===== src/rtl/alt_detect_event_counter.sv =====
// Windowed event counter for the alternating-bit detector's z output.
// Counts samples of z per programmable window; reports totals, threshold hit and sticky overflow.
module alt_detect_event_counter #(
    parameter int unsigned CNT_W = 8,
    parameter int unsigned WIN_W = 8
) (
    input  logic             clk,
    input  logic             rst,
    input  logic             z_in,
    input  logic             en,
    input  logic             clr,
    input  logic [CNT_W-1:0] threshold,
    input  logic [WIN_W-1:0] window_len,
    output logic [CNT_W-1:0] count,
    output logic [CNT_W-1:0] last_count,
    output logic             hit,
    output logic             window_done,
    output logic             overflow,
    output logic             busy
);

    localparam logic [CNT_W-1:0] CNT_MAX = '1;

    typedef enum logic {
        IDLE = 1'b0,
        RUN  = 1'b1
    } state_t;

    state_t           r_state;
    logic [CNT_W-1:0] r_count;
    logic [CNT_W-1:0] r_last_count;
    logic [WIN_W-1:0] r_win_cnt;
    logic             r_hit;
    logic             r_window_done;
    logic             r_overflow;
    logic             r_busy;

    state_t           w_state_nxt;
    logic [CNT_W-1:0] w_count_nxt;
    logic [CNT_W-1:0] w_last_nxt;
    logic [WIN_W-1:0] w_win_nxt;
    logic             w_hit_nxt;
    logic             w_done_nxt;
    logic             w_ovf_nxt;
    logic [CNT_W-1:0] w_sum;
    logic             w_win_last;

    // State and all output registers
    always_ff @(posedge clk or negedge rst) begin
        if (!rst) begin
            r_state       <= IDLE;
            r_count       <= '0;
            r_last_count  <= '0;
            r_win_cnt     <= '0;
            r_hit         <= 1'b0;
            r_window_done <= 1'b0;
            r_overflow    <= 1'b0;
            r_busy        <= 1'b0;
        end else begin
            r_state       <= w_state_nxt;
            r_count       <= w_count_nxt;
            r_last_count  <= w_last_nxt;
            r_win_cnt     <= w_win_nxt;
            r_hit         <= w_hit_nxt;
            r_window_done <= w_done_nxt;
            r_overflow    <= w_ovf_nxt;
            r_busy        <= (w_state_nxt == RUN);
        end
    end

    // Next-state and next-value logic; clr beats en=0 beats counting
    always_comb begin
        w_state_nxt = r_state;
        w_count_nxt = r_count;
        w_last_nxt  = r_last_count;
        w_win_nxt   = r_win_cnt;
        w_ovf_nxt   = r_overflow;
        w_hit_nxt   = 1'b0;
        w_done_nxt  = 1'b0;
        w_sum       = (r_count == CNT_MAX) ? r_count : r_count + CNT_W'(z_in);
        w_win_last  = (window_len != '0) && (r_win_cnt == window_len - WIN_W'(1));

        if (clr) begin
            w_state_nxt = IDLE;
            w_count_nxt = '0;
            w_last_nxt  = '0;
            w_win_nxt   = '0;
            w_ovf_nxt   = 1'b0;
        end else begin
            case (r_state)
                IDLE: begin
                    w_count_nxt = '0;
                    w_win_nxt   = '0;
                    if (en) begin
                        w_state_nxt = RUN;
                    end
                end
                RUN: begin
                    if (!en) begin
                        // Partial window is dropped without reporting
                        w_state_nxt = IDLE;
                        w_count_nxt = '0;
                        w_win_nxt   = '0;
                    end else begin
                        w_win_nxt   = r_win_cnt + WIN_W'(1);
                        w_count_nxt = w_sum;
                        if (z_in && (r_count == CNT_MAX)) begin
                            w_ovf_nxt = 1'b1;
                        end
                        w_hit_nxt = z_in && (threshold != '0) &&
                                    (r_count == threshold - CNT_W'(1));
                        if (w_win_last) begin
                            w_last_nxt  = w_sum;
                            w_done_nxt  = 1'b1;
                            w_count_nxt = '0;
                            w_win_nxt   = '0;
                        end
                    end
                end
                default: begin
                    w_state_nxt = IDLE;
                end
            endcase
        end
    end

    assign count       = r_count;
    assign last_count  = r_last_count;
    assign hit         = r_hit;
    assign window_done = r_window_done;
    assign overflow    = r_overflow;
    assign busy        = r_busy;

endmodule

===== config.mk =====
export PLATFORM = sky130hd
export DESIGN_NAME = alt_detect_event_counter
export DESIGN_NICKNAME = d
export VERILOG_FILES = /design/src/rtl/alt_detect_event_counter.sv
export SDC_FILE = /design/constraint.sdc
export NUM_CORES = 1
export LEC_CHECK = 0
export ABC_AREA = 1
export BUFFER_PORTS_ARGS = -buffer_cell sky130_fd_sc_hd__buf_4
export CORE_MARGIN = 5
export CORE_UTILIZATION = 45
export CTS_CLUSTER_SIZE = 40
export DETAILED_ROUTE_END_ITERATION = 16
export PLACE_DENSITY = 0.73
export SETUP_SLACK_MARGIN = 0.1
export SLEW_MARGIN = 10
export SYNTH_ARGS = -nofsm -noshare
export SYNTH_HDL_FRONTEND = slang
export SYNTH_SLANG_ARGS = --single-unit

===== constraint.sdc =====
create_clock -name clk -period 2 [get_ports clk]
set_input_delay 0.4 -clock clk [delete_from_list [all_inputs] [get_ports clk]]
set_output_delay 0.4 -clock clk [all_outputs]
set_load 0.005 [all_outputs]

==> run_summary.xml, run 1 <==
<?xml version="1.0" encoding="UTF-8"?>
<metrics>
  <group name="outcome">
    <metric name="outcome" unit="">finished clean</metric>
  </group>
  <group name="cells_and_area">
    <metric name="area_growth" unit="%">22.52</metric>
    <metric name="fin_area" unit="µm²">2437</metric>
    <metric name="layout.filler_cells" unit="">420</metric>
    <metric name="final_layout_size_suffix_gt1_share" unit="%">25.65</metric>
    <metric name="antenna-diode-count" unit="">0</metric>
    <metric name="utilization" unit="%">56.37</metric>
    <metric name="fin_cells" unit="">360</metric>
    <metric name="final_net_count" unit="">336</metric>
  </group>
  <group name="clock_network">
    <metric name="holdBufCountCts" unit="">0</metric>
    <metric name="clkTransAtPathRegs" unit="ps">90</metric>
    <metric name="clock_sink_count" unit="">28</metric>
    <metric name="tritoncts.num_buffers" unit="">3</metric>
    <metric name="cts.htree.levels" unit="">1</metric>
    <metric name="worstSkewPairLatency" unit="ps">270</metric>
    <metric name="post-cts-setup-buffer-count" unit="">0</metric>
    <metric name="clockRootBuffer" unit="">clkbuf_8</metric>
    <metric name="clock_tree.buffer_depth" unit="">2</metric>
    <metric name="tritoncts" unit="">built</metric>
  </group>
  <group name="detailed_routing">
    <metric name="wl_met1" unit="µm">1956</metric>
    <metric name="drc_errors" unit="">0</metric>
    <metric name="wl_met3" unit="µm">161</metric>
    <metric name="firstDrtPassIters" unit="">4</metric>
    <metric name="route.top_layer_used" unit="">met4</metric>
    <metric name="viasPerCell" unit="">4.667</metric>
    <metric name="detailedRoute.firstIterationViolations" unit="">138</metric>
    <metric name="dr_total_vias" unit="">1680</metric>
    <metric name="postRouteAntennaNets" unit="">0</metric>
    <metric name="detail_route.wirelength" unit="µm">3996</metric>
    <metric name="met2_wirelength" unit="µm">1871</metric>
    <metric name="detail_route.wl_per_cell" unit="µm">11.10</metric>
  </group>
  <group name="global_route">
    <metric name="antenna_violations_before_repair" unit="">0</metric>
    <metric name="first_global_vias" unit="">1693</metric>
    <metric name="global_route_wire_length_before_repair" unit="µm">7403</metric>
    <metric name="pin_count_of_the_biggest_net_entering_global_routing" unit="">29</metric>
    <metric name="grt_use_total" unit="%">14.67</metric>
    <metric name="grt-ovfl-total" unit="">0</metric>
  </group>
  <group name="sta">
    <metric name="fin_crit_sh" unit="%">85.87</metric>
    <metric name="post_route_setup_tns" unit="ps">0</metric>
    <metric name="finalHoldViolations" unit="">0</metric>
    <metric name="worst-slew-pin-transition" unit="ps">348.6</metric>
    <metric name="timing.final.max_slew_violations" unit="">0</metric>
    <metric name="max_freq" unit="MHz">582.3</metric>
    <metric name="finClkSkew" unit="ps">5.770</metric>
    <metric name="grt_setup_unrepaired" unit="">false</metric>
    <metric name="holdWs" unit="ps">21.25</metric>
    <metric name="setup-violations-final" unit="">0</metric>
    <metric name="max_slew_margin" unit="%">76.76</metric>
    <metric name="layout_min_cycle_time" unit="ps">1717</metric>
    <metric name="final.setup.worst_slack" unit="ps">282.6</metric>
  </group>
  <group name="min_path">
    <metric name="class_of_the_tightest_hold_or_removal_check" unit="">primary input to async pin</metric>
  </group>
  <group name="power_and_ir_drop">
    <metric name="peakVddDrop" unit="µV">237.3</metric>
    <metric name="power" unit="mW">1.083</metric>
    <metric name="clkPwrFrac" unit="%">31.9</metric>
    <metric name="cellInternalPower" unit="µW">816.2</metric>
    <metric name="swShare" unit="%">24.65</metric>
    <metric name="pwr_density_cell" unit="nW/µm²">444.4</metric>
    <metric name="power.share.sequential" unit="%">52.9</metric>
    <metric name="power_switching" unit="µW">267.0</metric>
    <metric name="comb_power_share" unit="%">15.2</metric>
    <metric name="leakagePower" unit="nW">1.217</metric>
  </group>
  <group name="floorplanning">
    <metric name="floorplan.initialDensity" unit="%">46.01</metric>
    <metric name="row_count" unit="">24</metric>
    <metric name="dieWidth" unit="µm">76.49</metric>
    <metric name="core_area" unit="µm²">4324</metric>
    <metric name="io-pin-count" unit="">41</metric>
    <metric name="dieArea" unit="µm²">5851</metric>
    <metric name="die_height" unit="µm">76.49</metric>
  </group>
  <group name="synth">
    <metric name="yosys.cell_types.count" unit="">28</metric>
    <metric name="post_synth_inst_count" unit="">263</metric>
    <metric name="synthesis.yosys.warnings" unit="">0</metric>
    <metric name="synth_commonest_cells" unit="">57 x nand2_1, 35 x inv_1, 31 x nor2_1</metric>
    <metric name="synth.ff_latch_count" unit="">28</metric>
    <metric name="synth_area_leader_cell" unit="">dfrtp_1</metric>
    <metric name="postSynth.asyncResetShare" unit="%">100.0</metric>
    <metric name="yosys.area.top_type_share" unit="%">35.22</metric>
    <metric name="post_synth_instance_area" unit="µm²">1989</metric>
    <metric name="synth_area_leaders" unit="">dfrtp_1 35%, nand2_1 11%, nor2_4 7.4%, nand3_1 7.3%, inv_1 6.6%</metric>
    <metric name="syn_avg_cell_area" unit="µm²">7.564</metric>
    <metric name="synthMostInstantiatedCell" unit="">nand2_1</metric>
    <metric name="post_synth_edffs" unit="">0</metric>
    <metric name="synthesis.nets" unit="">290</metric>
    <metric name="synth_top_flop_cell" unit="">dfrtp_1</metric>
    <metric name="yosysSeqAreaShare" unit="%">35.22</metric>
  </group>
  <group name="placed_design">
    <metric name="dp_worst_setup_slack" unit="ps">-4.192</metric>
    <metric name="gp_routability_congestion" unit="">0.8426</metric>
    <metric name="io_buffer_count" unit="">40</metric>
    <metric name="detailed_place_hpwl" unit="µm">3247</metric>
    <metric name="placedInstanceArea" unit="µm²">2381</metric>
    <metric name="number_of_cells_in_the_design_after_placement" unit="">356</metric>
  </group>
  <group name="critical_path">
    <metric name="end_kind" unit="">flip-flop</metric>
    <metric name="critPathRequiredTime" unit="ps">2160</metric>
    <metric name="critPathTopFamily" unit="">simple AND/OR/NAND/NOR gates</metric>
    <metric name="cp-start-kind" unit="">primary input</metric>
    <metric name="crit_path_kind" unit="">primary input to flip-flop</metric>
    <metric name="timing.critical_path.cells" unit="">buf_4 &gt; inv_2 &gt; ha_1 &gt; nand2_2 &gt; nor2_4 &gt; nand2_1 &gt; nand2_1 &gt; nand2_1 &gt; nand2_1 &gt; nand2_2 &gt; nor2_4 &gt; nand2_2 &gt; nand2_4 &gt; buf_12 &gt; nor2_1</metric>
    <metric name="crit_slowest_cell" unit="">ha_1</metric>
    <metric name="path_common_cell" unit="">nand2_1</metric>
    <metric name="path_max_fanout" unit="">8</metric>
    <metric name="crit_path_max_incr_delay" unit="ps">230</metric>
    <metric name="critical_path.n_buffers_inverters" unit="">3</metric>
    <metric name="worst_ep_arrival_time" unit="ps">1880</metric>
  </group>
  <group name="flow_run">
    <metric name="cap_viol_max_count" unit="">0</metric>
  </group>
</metrics>
## power groups by stage
stage | combinational [mW] | sequential [mW] | clock (mW)
6_report | 0.165 | 0.573 | 0.346
5_1_grt | 0.190 | 0.574 | 0.381
4_1_cts | 0.167 | 0.573 | 0.352
3_5_place_dp | 0.166 | 0.584 | 0
3_3_place_gp | 0.164 | 0.584 | 0
2_1_floorplan | 0.0919 | 0.584 | 0
## registers in the layout (all words and copies together) (netlist names)
name	flops
last_count	8
r_win_cnt	8
hit	1
window_done	1
count	8
overflow	1
busy	1
## placed cells by master, fill, tap and decap left out
master	synthesis	layout
nand2_1	57	57
buf_4	0	42
inv_1	35	35
nor2_1	31	31
nand3_1	29	29
dfrtp_1	28	27
nor2_4	13	13
xor2_1	10	10
xnor2_1	8	8
a21oi_1	8	8
nor3_1	7	7
o21ai_0	6	6
ha_1	6	6
nand2_2	5	5
clkbuf_8	0	4
nor2_2	3	3
inv_2	2	2
nand2_4	2	2
or2_2	2	2
buf_12	1	2
nand3b_1	1	1
xnor2_2	1	1
nand3_2	1	1
and3_1	1	1
nand4_1	1	1
o2111ai_1	1	1
nand3_4	1	1
clkinv_1	1	1
dfrtp_2	0	1
## cells by family after synthesis
logic type / synth area share, %
adders and majority gates: 3.773
buffers and inverters: 8.616
DFF: 35.22
and+or+nand+nor: 39.69
xor gates and xnor gates: 8.742
AOI/OAI and AO/OA: 3.962
## what timing repair did
| item | in CTS | in global routing |
|---|---|---|
| hold endpoints to repair | 0 | 0 |
| endpoints found under the setup margin | 0 | 1 |
| gates resized for setup | 0 | 1 |
## path summary, 6_finish.rpt
path / depth (start not counted) / to / from / slack, ps
worst max-delay path: 15 / count[7]$_DFF_PN0_ / window_len[0] / 280
worst min-delay path: 1 / hit$_DFF_PN0_ / rst / 20
worst max register to register: 10 / last_count[7]$_DFFE_PN0P_ / count[0]$_DFF_PN0_ / 330
min in group clk: 3 / busy$_DFF_PN0_ / en / 350
worst min register to register: 2 / last_count[4]$_DFFE_PN0P_ / last_count[4]$_DFFE_PN0P_ / 530
max in group asynchronous: 1 / count[0]$_DFF_PN0_ / rst / 1690
## area by class of cell
| type | count | area [µm²] | area share, % |
|---|---|---|---|
| inverters | 38 | 142.6 | 5.852 |
| repair buffers | 44 | 355.3 | 14.58 |
| multi-input cells | 194 | 1117 | 45.84 |
| clock buffers | 4 | 55.05 | 2.259 |
| flip-flops and latches | 28 | 701.9 | 28.80 |
| well taps | 52 | 65.06 | 2.669 |
## routing by layer
layer  vias to the layer above  global-route usage [%]
met5                         -                       0
met4                         0                   2.448
met3                         2                   2.837
met2                        31                   24.32
met1                       740                   20.06
li1                        907                       -
## worst register-to-register path, delay by kind of cell (launching register included)
family | cells | cell delay [ps]
AND/OR/NAND/NOR | 8 | 880
flip-flops | 1 | 410
AO/OA/AOI/OAI | 1 | 90
adder cells (fa/ha/maj) | 1 | 190
Note: power is estimated with default switching activity, not from simulation.
==> inputs of run 2 (changes only) <==
- CELL_PAD_IN_SITES_DETAIL_PLACEMENT: not set -> 1
- CELL_PAD_IN_SITES_GLOBAL_PLACEMENT: not set -> 1
- CORE_UTILIZATION: 45 -> 40
- PLACE_DENSITY: 0.73 -> 0.85
- REMOVE_ABC_BUFFERS: not set -> 1
- clock period: 2 -> 1.9 ns (I/O delays scaled with it)
==> run 2 against run 1 <==
Worst setup slack worse by 56 ps. Routed wire length is 25% higher. Non-clock buffer count is 3 higher. Highest routed layer unchanged. Combinational power is 11% higher. Register-to-register slack worse by 80 ps. Largest cell class unchanged. Sequential power is 5.2% higher. Largest power group unchanged. Sequential share of layout area is 0.76 points lower.
==> run_summary.xml, run 2 (synthesis gave the netlist of run 1 again) <==
<?xml version="1.0" encoding="UTF-8"?>
<metrics>
  <group name="clock_network">
    <metric name="clock_sink_count" unit="">28</metric>
    <metric name="tritoncts.num_buffers" unit="">3</metric>
    <metric name="clock_tree.buffer_depth" unit="">2</metric>
    <metric name="clockRootBuffer" unit="">clkbuf_8</metric>
    <metric name="tritoncts" unit="">built</metric>
    <metric name="cts.htree.levels" unit="">1</metric>
    <metric name="clkTransAtPathRegs" unit="ps">100</metric>
    <metric name="worstSkewPairLatency" unit="ps">270</metric>
  </group>
  <group name="global_route">
    <metric name="global_route_wire_length_before_repair" unit="µm">8556</metric>
    <metric name="pin_count_of_the_biggest_net_entering_global_routing" unit="">29</metric>
    <metric name="first_global_vias" unit="">1896</metric>
    <metric name="grt_use_total" unit="%">16.63</metric>
    <metric name="grt-ovfl-total" unit="">0</metric>
    <metric name="antenna_violations_before_repair" unit="">0</metric>
  </group>
  <group name="detailed_routing">
    <metric name="postRouteAntennaNets" unit="">0</metric>
    <metric name="met2_wirelength" unit="µm">2520</metric>
    <metric name="route.top_layer_used" unit="">met4</metric>
    <metric name="detailedRoute.firstIterationViolations" unit="">79</metric>
    <metric name="wl_met3" unit="µm">145</metric>
    <metric name="detail_route.wl_per_cell" unit="µm">13.23</metric>
    <metric name="detail_route.wirelength" unit="µm">5000</metric>
    <metric name="drc_errors" unit="">0</metric>
    <metric name="viasPerCell" unit="">4.751</metric>
    <metric name="dr_total_vias" unit="">1796</metric>
    <metric name="wl_met1" unit="µm">2301</metric>
    <metric name="firstDrtPassIters" unit="">4</metric>
  </group>
  <group name="sta">
    <metric name="setup-violations-final" unit="">0</metric>
    <metric name="finClkSkew" unit="ps">2.386</metric>
    <metric name="final.setup.worst_slack" unit="ps">226.6</metric>
    <metric name="grt_setup_unrepaired" unit="">false</metric>
    <metric name="fin_crit_sh" unit="%">88.08</metric>
    <metric name="timing.final.max_slew_violations" unit="">0</metric>
    <metric name="worst-slew-pin-transition" unit="ps">367.3</metric>
    <metric name="max_slew_margin" unit="%">75.51</metric>
    <metric name="max_freq" unit="MHz">597.6</metric>
    <metric name="finalHoldViolations" unit="">0</metric>
    <metric name="layout_min_cycle_time" unit="ps">1673</metric>
  </group>
  <group name="floorplanning">
    <metric name="io-pin-count" unit="">41</metric>
    <metric name="dieWidth" unit="µm">80.53</metric>
    <metric name="floorplan.initialDensity" unit="%">41.57</metric>
    <metric name="row_count" unit="">25</metric>
    <metric name="core_area" unit="µm²">4786</metric>
    <metric name="dieArea" unit="µm²">6484</metric>
    <metric name="die_height" unit="µm">80.53</metric>
  </group>
  <group name="min_path">
    <metric name="class_of_the_tightest_hold_or_removal_check" unit="">primary input to async pin</metric>
  </group>
  <group name="power_and_ir_drop">
    <metric name="leakagePower" unit="nW">1.239</metric>
    <metric name="pwr_density_cell" unit="nW/µm²">503.1</metric>
    <metric name="power" unit="mW">1.259</metric>
    <metric name="peakVddDrop" unit="µV">444.1</metric>
  </group>
  <group name="outcome">
    <metric name="outcome" unit="">finished clean</metric>
  </group>
  <group name="critical_path">
    <metric name="path_max_fanout" unit="">6</metric>
    <metric name="worst_ep_arrival_time" unit="ps">1840</metric>
    <metric name="end_kind" unit="">flip-flop</metric>
    <metric name="critPathRequiredTime" unit="ps">2060</metric>
    <metric name="crit_path_kind" unit="">primary input to flip-flop</metric>
    <metric name="cp-start-kind" unit="">primary input</metric>
    <metric name="r2r_cells" unit="">10</metric>
  </group>
  <group name="placed_design">
    <metric name="io_buffer_count" unit="">40</metric>
    <metric name="dp_worst_setup_slack" unit="ps">-76.27</metric>
    <metric name="detailed_place_hpwl" unit="µm">4025</metric>
    <metric name="gp_routability_congestion" unit="">0.7907</metric>
  </group>
  <group name="cells_and_area">
    <metric name="final_layout_size_suffix_gt1_share" unit="%">27.33</metric>
    <metric name="area_growth" unit="%">25.85</metric>
    <metric name="antenna-diode-count" unit="">0</metric>
    <metric name="final_net_count" unit="">339</metric>
    <metric name="final_common_cell" unit="">nand2_1</metric>
    <metric name="layout.cells.most_common_list" unit="">57 x nand2_1, 45 x buf_4, 35 x inv_1</metric>
  </group>
  <group name="flow_run">
    <metric name="cap_viol_max_count" unit="">0</metric>
  </group>
</metrics>
-- run 2: cell types whose count changed in the layout (fill, tap and decap cells not counted) --
cell / delta
a21oi_1: -1
a21oi_2: +1
clkbuf_8: -1
nor2_1: -2
buf_4: +3
bufinv_16: +1
nor2_2: +2
-- run 2: repair_timing --
item / 4_1_cts / 5_1_grt
hold buffers: 0 / 0
resized for setup: 0 / 4
endpoints found under the setup margin: 0 / 7
buffers inserted: 0 / 0
-- run 2: final cells by class --
class	instances	area, µm²
Tap cell	67	83.83
Sequential cell	28	701.9
Clock buffer	3	41.29
Timing Repair Buffer	47	377.9
Inverter	38	142.6
Clock inverter	1	30.03
Multi-Input combinational cell	194	1126
Fill cell	621	2282
-- run 2: path summary, 6_finish.rpt --
path                                           startpoint                        end  slack [ps]
max in group asynchronous                             rst         count[0]$_DFF_PN0_        1600
worst max-delay path                        window_len[1]     r_win_cnt[3]$_DFF_PN0_         230
worst min register to register  last_count[7]$_DFFE_PN0P_  last_count[7]$_DFFE_PN0P_         530
worst max register to register         count[0]$_DFF_PN0_  last_count[6]$_DFFE_PN0P_         250
min in group clk                                       en             busy$_DFF_PN0_         320
worst min-delay path                                  rst              hit$_DFF_PN0_           7
-- run 2: critical path, cell delays in order --
cell and delay (ps):
buf_4 120, inv_1 70, ha_1 220, nand2_2 100, nor2_4 100, nand2_1 60
nand2_1 70, nand2_1 50, nand2_1 70, nand2_2 70, nor2_4 140, nand2_2 90
nand2_4 100, buf_12 140, nor3_1 50
-- run 2: metrics by stage --
| step | hold WS [ps] | instances | TNS [ps] | cell area, µm² | util (%) |
|---|---|---|---|---|---|
| CTS | 10.66 | 378 | 0 | 2494 | 52.10 |
| finish | 7.202 | 378 | 0 | 2504 | 52.31 |
| detailed placement | 322.7 | 374 | -1021 | 2422 | 50.61 |
| floorplan | 84.41 | 260 | 0 | 1961 | - |
| global route | 13.68 | 378 | 0 | 2504 | 52.31 |
| global placement | 315.7 | 374 | 0 | 2422 | 50.61 |
-- run 2: metal layers --
metal,global-route usage (%),up-vias
met1,21.48,854
met2,29.88,26
met3,2.242,2
met5,0,-
met4,2.534,0
li1,-,914
-- run 2: report_power, final --
part | switching (mW) | internal [mW] | total [mW]
combinational | 0.106 | 0.0768 | 0.183
clock | 0.192 | 0.282 | 0.474
sequential | 0.00339 | 0.600 | 0.603
total | 0.301 | 0.958 | 1.26
